[src/rtl/uart_boot_loader.sv]
// UART boot loader: receives an A5-framed image over 8N1 serial and writes it
// byte-by-byte into RAM, holding the core in reset until the image is complete.
module uart_boot_loader #(
    parameter int          CLK_DIV   = 16,
    parameter logic [29:0] BASE_WORD = 30'h0,
    parameter logic [7:0]  MAGIC     = 8'hA5
) (
    input  logic        clk,
    input  logic        reset,
    input  logic        rx,
    output logic [29:0] ram_addr,
    output logic [3:0]  ram_wstrb,
    output logic [31:0] ram_wdata,
    output logic        core_hold,
    output logic        done,
    output logic        err
);

    localparam int CW = $clog2(CLK_DIV);
    localparam logic [CW-1:0] HALF = CW'(CLK_DIV / 2 - 1);
    localparam logic [CW-1:0] FULL = CW'(CLK_DIV - 1);

    typedef enum logic [1:0] {R_IDLE, R_START, R_DATA, R_STOP} rx_state_t;
    typedef enum logic [2:0] {
        L_WAIT, L_LEN_LO, L_LEN_HI, L_DATA, L_LAST, L_DONE
    } ld_state_t;

    logic            rx_s1_q, rx_s2_q, rx_prev_q;
    rx_state_t       rx_state_q, rx_state_d;
    logic [CW-1:0]   cnt_q, cnt_d;
    logic [2:0]      bit_q, bit_d;
    logic [7:0]      shift_q, shift_d;
    logic            byte_valid_q, byte_valid_d;
    logic            frame_err_q, frame_err_d;

    ld_state_t       ld_state_q, ld_state_d;
    logic [15:0]     len_q, len_d;
    logic [17:0]     n_q, n_d;
    logic [29:0]     addr_q, addr_d;
    logic [3:0]      wstrb_q, wstrb_d;
    logic [31:0]     wdata_q, wdata_d;
    logic            hold_q, hold_d;
    logic            done_q, done_d;
    logic            err_q, err_d;

    // rx_prev_q lags the synchronized line by one clock for edge detection
    always_ff @(posedge clk or posedge reset) begin
        if (reset) begin
            rx_s1_q   <= 1'b1;
            rx_s2_q   <= 1'b1;
            rx_prev_q <= 1'b1;
        end else begin
            rx_s1_q   <= rx;
            rx_s2_q   <= rx_s1_q;
            rx_prev_q <= rx_s2_q;
        end
    end

    always_comb begin
        rx_state_d   = rx_state_q;
        cnt_d        = cnt_q;
        bit_d        = bit_q;
        shift_d      = shift_q;
        byte_valid_d = 1'b0;
        frame_err_d  = 1'b0;
        unique case (rx_state_q)
            R_IDLE: begin
                if (rx_prev_q && !rx_s2_q) begin
                    cnt_d      = HALF;
                    rx_state_d = R_START;
                end
            end
            R_START: begin
                if (cnt_q != '0) begin
                    cnt_d = cnt_q - 1'b1;
                end else if (!rx_s2_q) begin
                    cnt_d      = FULL;
                    bit_d      = 3'd0;
                    rx_state_d = R_DATA;
                end else begin
                    rx_state_d = R_IDLE;
                end
            end
            R_DATA: begin
                if (cnt_q != '0) begin
                    cnt_d = cnt_q - 1'b1;
                end else begin
                    shift_d = {rx_s2_q, shift_q[7:1]};
                    cnt_d   = FULL;
                    bit_d   = bit_q + 3'd1;
                    if (bit_q == 3'd7) rx_state_d = R_STOP;
                end
            end
            R_STOP: begin
                if (cnt_q != '0) begin
                    cnt_d = cnt_q - 1'b1;
                end else begin
                    byte_valid_d = rx_s2_q;
                    frame_err_d  = !rx_s2_q;
                    rx_state_d   = R_IDLE;
                end
            end
            default: rx_state_d = R_IDLE;
        endcase
    end

    always_ff @(posedge clk or posedge reset) begin
        if (reset) begin
            rx_state_q   <= R_IDLE;
            cnt_q        <= '0;
            bit_q        <= 3'd0;
            shift_q      <= 8'h00;
            byte_valid_q <= 1'b0;
            frame_err_q  <= 1'b0;
        end else begin
            rx_state_q   <= rx_state_d;
            cnt_q        <= cnt_d;
            bit_q        <= bit_d;
            shift_q      <= shift_d;
            byte_valid_q <= byte_valid_d;
            frame_err_q  <= frame_err_d;
        end
    end

    always_comb begin
        ld_state_d = ld_state_q;
        len_d      = len_q;
        n_d        = n_q;
        addr_d     = addr_q;
        wstrb_d    = 4'b0000;
        wdata_d    = wdata_q;
        hold_d     = hold_q;
        done_d     = done_q;
        err_d      = err_q;
        unique case (ld_state_q)
            L_WAIT: begin
                if (frame_err_q) begin
                    err_d = 1'b1;
                end else if (byte_valid_q && shift_q == MAGIC) begin
                    ld_state_d = L_LEN_LO;
                end
            end
            L_LEN_LO: begin
                if (frame_err_q) begin
                    err_d      = 1'b1;
                    ld_state_d = L_WAIT;
                end else if (byte_valid_q) begin
                    len_d[7:0] = shift_q;
                    ld_state_d = L_LEN_HI;
                end
            end
            L_LEN_HI: begin
                if (frame_err_q) begin
                    err_d      = 1'b1;
                    ld_state_d = L_WAIT;
                end else if (byte_valid_q) begin
                    len_d[15:8] = shift_q;
                    n_d         = 18'd0;
                    if ({shift_q, len_q[7:0]} == 16'd0) begin
                        hold_d     = 1'b0;
                        done_d     = 1'b1;
                        ld_state_d = L_DONE;
                    end else begin
                        ld_state_d = L_DATA;
                    end
                end
            end
            L_DATA: begin
                if (frame_err_q) begin
                    err_d      = 1'b1;
                    ld_state_d = L_WAIT;
                end else if (byte_valid_q) begin
                    addr_d  = BASE_WORD + {14'd0, n_q[17:2]};
                    wstrb_d = 4'b0001 << n_q[1:0];
                    wdata_d = {4{shift_q}};
                    n_d     = n_q + 18'd1;
                    if (n_q == {len_q, 2'b00} - 18'd1) ld_state_d = L_LAST;
                end
            end
            // last strobe is on the bus this cycle; release the core next
            L_LAST: begin
                hold_d     = 1'b0;
                done_d     = 1'b1;
                ld_state_d = L_DONE;
            end
            L_DONE: begin
                if (byte_valid_q && shift_q == MAGIC) begin
                    hold_d     = 1'b1;
                    done_d     = 1'b0;
                    ld_state_d = L_LEN_LO;
                end
            end
            default: ld_state_d = L_WAIT;
        endcase
    end

    always_ff @(posedge clk or posedge reset) begin
        if (reset) begin
            ld_state_q <= L_WAIT;
            len_q      <= 16'd0;
            n_q        <= 18'd0;
            addr_q     <= 30'd0;
            wstrb_q    <= 4'b0000;
            wdata_q    <= 32'd0;
            hold_q     <= 1'b1;
            done_q     <= 1'b0;
            err_q      <= 1'b0;
        end else begin
            ld_state_q <= ld_state_d;
            len_q      <= len_d;
            n_q        <= n_d;
            addr_q     <= addr_d;
            wstrb_q    <= wstrb_d;
            wdata_q    <= wdata_d;
            hold_q     <= hold_d;
            done_q     <= done_d;
            err_q      <= err_d;
        end
    end

    assign ram_addr  = addr_q;
    assign ram_wstrb = wstrb_q;
    assign ram_wdata = wdata_q;
    assign core_hold = hold_q;
    assign done      = done_q;
    assign err       = err_q;

endmodule

[config.mk]
export PLATFORM = sky130hd
export DESIGN_NAME = uart_boot_loader
export DESIGN_NICKNAME = d
export VERILOG_FILES = /design/src/rtl/uart_boot_loader.sv
export SDC_FILE = /design/constraint.sdc
export NUM_CORES = 1
export LEC_CHECK = 0
export CAP_MARGIN = 20
export CORE_MARGIN = 2
export CORE_UTILIZATION = 47
export DETAILED_ROUTE_END_ITERATION = 8
export PLACE_DENSITY = 0.73
export REMOVE_ABC_BUFFERS = 1
export SYNTH_ARGS = -nofsm -noshare
export SYNTH_HDL_FRONTEND = slang
export SYNTH_SLANG_ARGS = --single-unit
[constraint.sdc]
create_clock -name clk -period 3.11 [get_ports clk]
set_input_delay 0.4665 -clock clk [delete_from_list [all_inputs] [get_ports clk]]
set_output_delay 0.4665 -clock clk [all_outputs]
set_load 0.005 [all_outputs]
==> results of run 1 <==
logic make-up (layout without fill, tap and decap cells):
kind of cell,after synthesis,in the layout,share of synthesized area [%]
xor gates and xnor gates,26,26,4.75
muxes,27,27,6.27
AOI/OAI and AO/OA,68,68,9.40
and+or+nand+nor,193,193,19.9
other,1,14,0.0783
DFF,90,90,47.1
buffers and inverters,78,97,9.12
adders and majority gates,13,13,3.40
routing by layer:
layer / vias up / GRT usage, %
met1: 1647 / 24.6
met5: - / 0
met2: 71 / 28.3
met3: 13 / 2.87
met4: 0 / 4.95
li1: 1692 / -
critical path: cells and delay by family, from the launching register on:
family / cells / cell delay, ns
AO/OA/AOI/OAI: 3 / 0.49
XOR/XNOR: 1 / 0.20
adder cells (fa/ha/maj): 1 / 0.20
buffers and inverters: 1 / 0.08
flip-flops: 1 / 0.44
AND/OR/NAND/NOR: 2 / 0.95
power by group through the flow:
stage / combinational, W / clock [W] / sequential [W]
final: 0.000414 / 0.000802 / 0.00130
after global routing: 0.000479 / 0.000871 / 0.00131
after CTS: 0.000415 / 0.000824 / 0.00129
after detailed placement: 0.000414 / 0 / 0.00132
after global placement: 0.000392 / 0 / 0.00131
after floorplan: 0.000319 / 0 / 0.00130
layout make-up:
type | instances | area, sq um
timing repair buffer | 63 | 628
multi-input combinational | 341 | 2140
fill | 907 | 4350
sequential | 90 | 2260
tap | 133 | 166
clock inverter | 6 | 65.1
inverter | 18 | 68.8
clock buffer | 10 | 138
flip-flops by register name (all words and copies together) (netlist names), 3 cells and up, named ones only:
name        cells
shift_q         8
n_q            18
ram_addr       16
ram_wstrb       4
bit_q           3
ld_state_q      3
ram_wdata       8
cnt_q           4
len_q          16
placed cells by master, fill, tap and decap left out, types with 2 or more instances in the layout:
master,instances
a211o_1,2
a211oi_1,2
a21o_1,4
a21oi_1,12
a32o_1,2
and2_1,6
and3_1,5
and4_1,2
buf_4,5
clkbuf_8,10
clkdlybuf4s50_1,57
clkinv_2,3
conb_1,14
dfrtp_1,86
dfstp_2,4
ha_1,13
inv_1,17
mux2_2,24
mux2i_1,3
nand2_1,88
nand3_1,11
nand3b_1,3
nand4_1,6
nor2_1,30
nor2b_1,5
nor3_1,9
nor3b_1,3
nor4_1,3
nor4b_1,3
o211ai_1,4
o21ai_0,23
o22ai_1,3
o31ai_1,2
or3_1,7
or3b_2,2
or4_4,2
xnor2_1,14
xor2_1,12
through the flow:
step | setup WS [ns] | utilization [%] | cell area (sq um) | hold WS (ns) | cells
after floorplan | 0.315 | - | 4470 | 0.345 | 449
after global placement | 0.719 | 53.6 | 5270 | 0.348 | 645
after detailed placement | 0.622 | 53.6 | 5270 | 0.350 | 645
after CTS | 0.614 | 55.7 | 5470 | 0.364 | 661
after global routing | 0.495 | 55.7 | 5470 | 0.369 | 661
final | 0.633 | 55.7 | 5470 | 0.360 | 661
worst paths after layout:
kind	end	from	cells past startpoint	slack [ns]
setup / recovery	ld_state_q[0]	len_q[0]	8	0.63
hold / removal	rx_s2_q	rx_s1_q	0	0.36
setup reg to reg	ld_state_q[0]	len_q[0]	8	0.63
hold reg to reg	rx_s2_q	rx_s1_q	0	0.36
max in group asynchronous	ram_addr[0]	reset	3	2.03
min in group asynchronous	cnt_q[2]	reset	2	0.38
==> flow_metrics.tcl, run 1 <==
set metrics [dict create \
    postCtsResizedCells 0 \
    routed_wl_microns 9450 \
    die_w_microns 105 \
    power.switching_w 0.000727 \
    ys_warn_count 0 \
    drtPass1Iterations 4 \
    rsz0062_at_grt "false" \
    place_congestion 0.889 \
    fin_nets 539 \
    wl_met3_microns 381 \
    insertion_delay_ns 0.35 \
    crit_chain "inv_1 > ha_1 > or4b_4 > or4_1 > xnor2_1 > o211a_1 > a41o_1 > o211ai_2" \
    wl_per_cell_microns 14.3 \
    p_seq_share_pct 51.6 \
    synth_top_area_cell "dfrtp_1" \
    port_buffers 57 \
    fin_crit_ns 2.48 \
    rows 36 \
    critPathArrivalTime_ns 2.71 \
    avgSynthCellArea_sq_um 9.66 \
    netlist_instances 496 \
    p_int_w 0.00179 \
    async_flop_share_pct 100 \
    antenna_found_initial 0 \
    synth_flop_cell "dfrtp_1" \
    cts.sinks 90 \
    cts_hold_buf 0 \
    min-delay-path-class "flip-flop to flip-flop" \
    htreeDepth 3 \
    worst_pin_slew_ns 0.545 \
    critPathMaxFanout 5 \
    die_area_sq_um 11000 \
    dr_wl_met2_microns 4350 \
    status "finished, final reports clean" \
    clk_pin_slew_ns 0.09 \
    synth_cell_type_count 59 \
    clockRootBuffer "clkbuf_8" \
    finalMaxSlewViolations 0 \
    p_leak_nw 2.56 \
    setup_viol 0 \
    fmax_mhz 404 \
    cp.required_ns 3.34 \
    netlist_area_sq_um 4790 \
    grt_pass1_wl_microns 15800 \
    pwr-share-comb_pct 16.5 \
    grt_pass1_vias 3282 \
    tns_ns 0 \
    ys_seq_elements 90 \
    synth_top_area_share_pct 44.9 \
    overflow 0 \
    grt_max_degree 74 \
    max_cap_violations 0 \
    postCtsSetupBuffers 0 \
    hpwlAfterDp_microns 6750 \
    drt_iter0_markers 135 \
    max-vdd-ir-drop_mv 0.329 \
    cts_tree "built" \
    diodes 0 \
    end_kind "flip-flop" \
    maxUsedRoutingLayer "met4" \
    avgViaCountPerCell 5.18 \
    synth_seq_area_share_pct 47.1 \
    crit_type "flip-flop to flip-flop" \
    start_kind "flip-flop" \
    gr-usage-all-layers_pct 17.6 \
    cp_slowest_cell "or4b_4" \
    io_pins 72 \
    routedLengthMet1_microns 4560 \
    slew_headroom_pct 63.4 \
    synth_edf_count 0 \
    period_share_pct 79.6 \
    clockPowerShare_pct 31.9 \
    drtAntennaViolNets 0 \
    layout-drive-gt1-share_pct 11.7 \
    finalHoldViolCount 0 \
    drcViolationCount 0 \
    synthTopCellsByCount "nand2_1 (88), dfrtp_1 (86), buf_4 (38)" \
    finClkSkew_ns 0.00897 \
    num_vias 3423 \
    total_power_w 0.00251 \
    start_util_pct 48.8 \
    die_h_microns 105 \
    core_sq_um 9820 \
    cpPeakStageDelay_ns 0.52 \
    numCtsBuffers 9 \
    synth_area_leaders "dfrtp_1 (45%), nand2_1 (6.9%), buf_4 (6.0%), mux2_2 (5.6%), ha_1 (3.4%)" \
    cts_buffer_depth 2 \
    synth.most_common_cell "nand2_1" \
    switching_share_pct 28.9 \
    syn_to_final_growth_pct 14.2 \
    p_per_area_nw_per_um2 460 \
]
Power figures use the tool's default switching activity.
==> run 2, diff against run 1 <==
PLACE_DENSITY = 0.76   (was 0.73)
clock period = 2 ns   (was 3.11 ns; I/O delays follow)
==> run 2 against run 1 <==
  * The run now ends with setup timing left
  * Critical path depth is the same
  * Non-clock buffer count grew 43
  * Clock-buffer cell count grew 1
  * Worst hold slack lost 0.17 ns
  * Combinational power grew 68%
  * Fmax grew 11%
  * Sequential cell count is the same
  * Sequential power grew 55%
  * Largest cell class unchanged
==> flow_metrics.tcl, run 2 (synthesized netlist as in run 1, its figures left out) <==
set metrics [dict create \
    status "finished with violations" \
    violations "setup timing" \
    cts.sinks 90 \
    critPathArrivalTime_ns 2.47 \
    crit_chain "inv_1 > ha_2 > or4b_4 > or4_4 > xnor2_2 > o211a_1 > a41o_1 > o31ai_1" \
    critPathMaxFanout 2 \
    io_pins 72 \
    min-delay-path-class "input port to async pin" \
    grt_pass1_wl_microns 17500 \
    start_util_pct 48.8 \
    largest_register_ffs 18 \
    fin_nets 582 \
    r2r-start "len_q[0]" \
    avgViaCountPerCell 5.20 \
    numCtsBuffers 9 \
    wl_per_cell_microns 14.6 \
    finalHoldViolCount 0 \
    cts_hold_buf 0 \
    p_leak_nw 2.82 \
    layout_setup_ws_ns -0.234 \
    clk_pin_slew_ns 0.08 \
    rows 36 \
    mostFrequentLayoutCells "nand2_1 (87), dfrtp_1 (86), clkdlybuf4s50_1 (57)" \
    syn_to_final_growth_pct 22.8 \
    reg2reg_depth 8 \
    antenna_found_initial 0 \
    diodes 0 \
    p_per_area_nw_per_um2 670 \
    crit_path_end "ld_state_q[1]" \
    die_h_microns 105 \
    fin_crit_ns 2.23 \
    finClkSkew_ns 0.0147 \
    max_cap_violations 0 \
    layout-drive-gt1-share_pct 20.0 \
    tns_ns -0.646 \
    finalMaxSlewViolations 0 \
    die_w_microns 105 \
    crit_type "flip-flop to flip-flop" \
    cpPeakStageDelay_ns 0.47 \
    dp_worst_setup_slack_ns -0.262 \
    place_congestion 0.828 \
    clockRootBuffer "clkbuf_8" \
    num_vias 3658 \
    fin_util_pct 59.9 \
    cp_slowest_cell "or4b_4" \
    cts_buffer_depth 2 \
    rsz0062_at_grt "true" \
    start_kind "flip-flop" \
    drtAntennaViolNets 0 \
    cp.required_ns 2.24 \
    period_share_pct 112 \
    crit_family "simple AND/OR/NAND/NOR gates" \
    overflow 0 \
    final_common_cell "nand2_1" \
    core_sq_um 9820 \
    cts_tree "built" \
    crit_start "len_q[0]" \
    hpwlAfterDp_microns 7700 \
    setup_viol 3 \
    reg2reg_to "ld_state_q[1]" \
    crit_buf_inv 1 \
    drtPass1Iterations 4 \
    insertion_delay_ns 0.36 \
    rrSetupSlack_ns -0.23 \
    gr-usage-all-layers_pct 19.7 \
    grt_pass1_vias 3674 \
    max-vdd-ir-drop_mv 0.639 \
    end_kind "flip-flop" \
    grt_max_degree 36 \
    routed_wl_microns 10300 \
    htreeDepth 3 \
    largest_register "n_q" \
    path_depth 8 \
    drt_iter0_markers 126 \
    die_area_sq_um 11000 \
    port_buffers 57 \
    fmax_mhz 448 \
    drcViolationCount 0 \
]
-- run 2: cell count changes in the layout (fill, tap and decap cells not counted), moves of 2 or more --
cell / delta
o21ai_0: -2
buf_4: +42
o21ai_1: +2
ha_2: +2
a2111oi_4: +2
ha_1: -2
-- run 2: worst min path at each step --
| stage | from | to | depth (start not counted) |
|---|---|---|---|
| after global placement | rx_s1_q | rx_s2_q | 0 |
| after floorplan | rx | rx_s1_q | 0 |
| after global routing | reset | bit_q[2] | 2 |
| after CTS | reset | bit_q[0] | 2 |
| after detailed placement | rx_s1_q | rx_s2_q | 0 |
| final | reset | err | 2 |
-- run 2: per-stage QoR --
stage	hold slack [ns]	total power [W]	instance area [sq um]	instances
after floorplan	0.304	0.00251	4470	449
after global placement	0.346	0.00270	5590	687
after detailed placement	0.347	0.00274	5590	687
after CTS	0.190	0.00397	5810	704
after global routing	0.207	0.00417	5880	704
final	0.194	0.00394	5880	704
-- run 2: per-layer routing --
metal  up-vias  GRT usage, %  share of wire [%]
met5         -             0                  0
li1       1775             -                  -
met3        10          3.87                3.8
met4         0          5.81               0.88
met1      1780          25.4                 45
met2        93          33.7                 50
-- run 2: area by class of cell --
cell class                      count  area (sq um)
Multi-Input combinational cell    341          2230
Timing Repair Buffer              106           963
Fill cell                         887          3940
Tap cell                          133           166
Clock inverter                      5          53.8
Clock buffer                       11           141
Sequential cell                    90          2260
Inverter                           18          68.8
-- run 2: power by group --
group | switching (W) | leakage, nW | total (W) | internal (W)
Combinational | 0.000402 | 1.49 | 0.000697 | 0.000295
Sequential | 0.000100 | 1.23 | 0.00201 | 0.00191
Clock | 0.000617 | 0.103 | 0.00123 | 0.000608
Total | 0.00112 | 2.82 | 0.00394 | 0.00282
-- run 2: repair_timing --
item,4_1_cts,5_1_grt
setup endpoints to repair,5,24
buffers inserted,1,0
gates resized for setup,4,12
pin swaps,1,2
cloned,0,0
-- run 2: worst reg2reg max path: stages (launching register included) --
cell and delay (ns):
dfrtp_1 0.39, inv_1 0.07, ha_2 0.17, or4b_4 0.47, or4_4 0.44, xnor2_2 0.14
o211a_1 0.17, a41o_1 0.20, o31ai_1 0.09
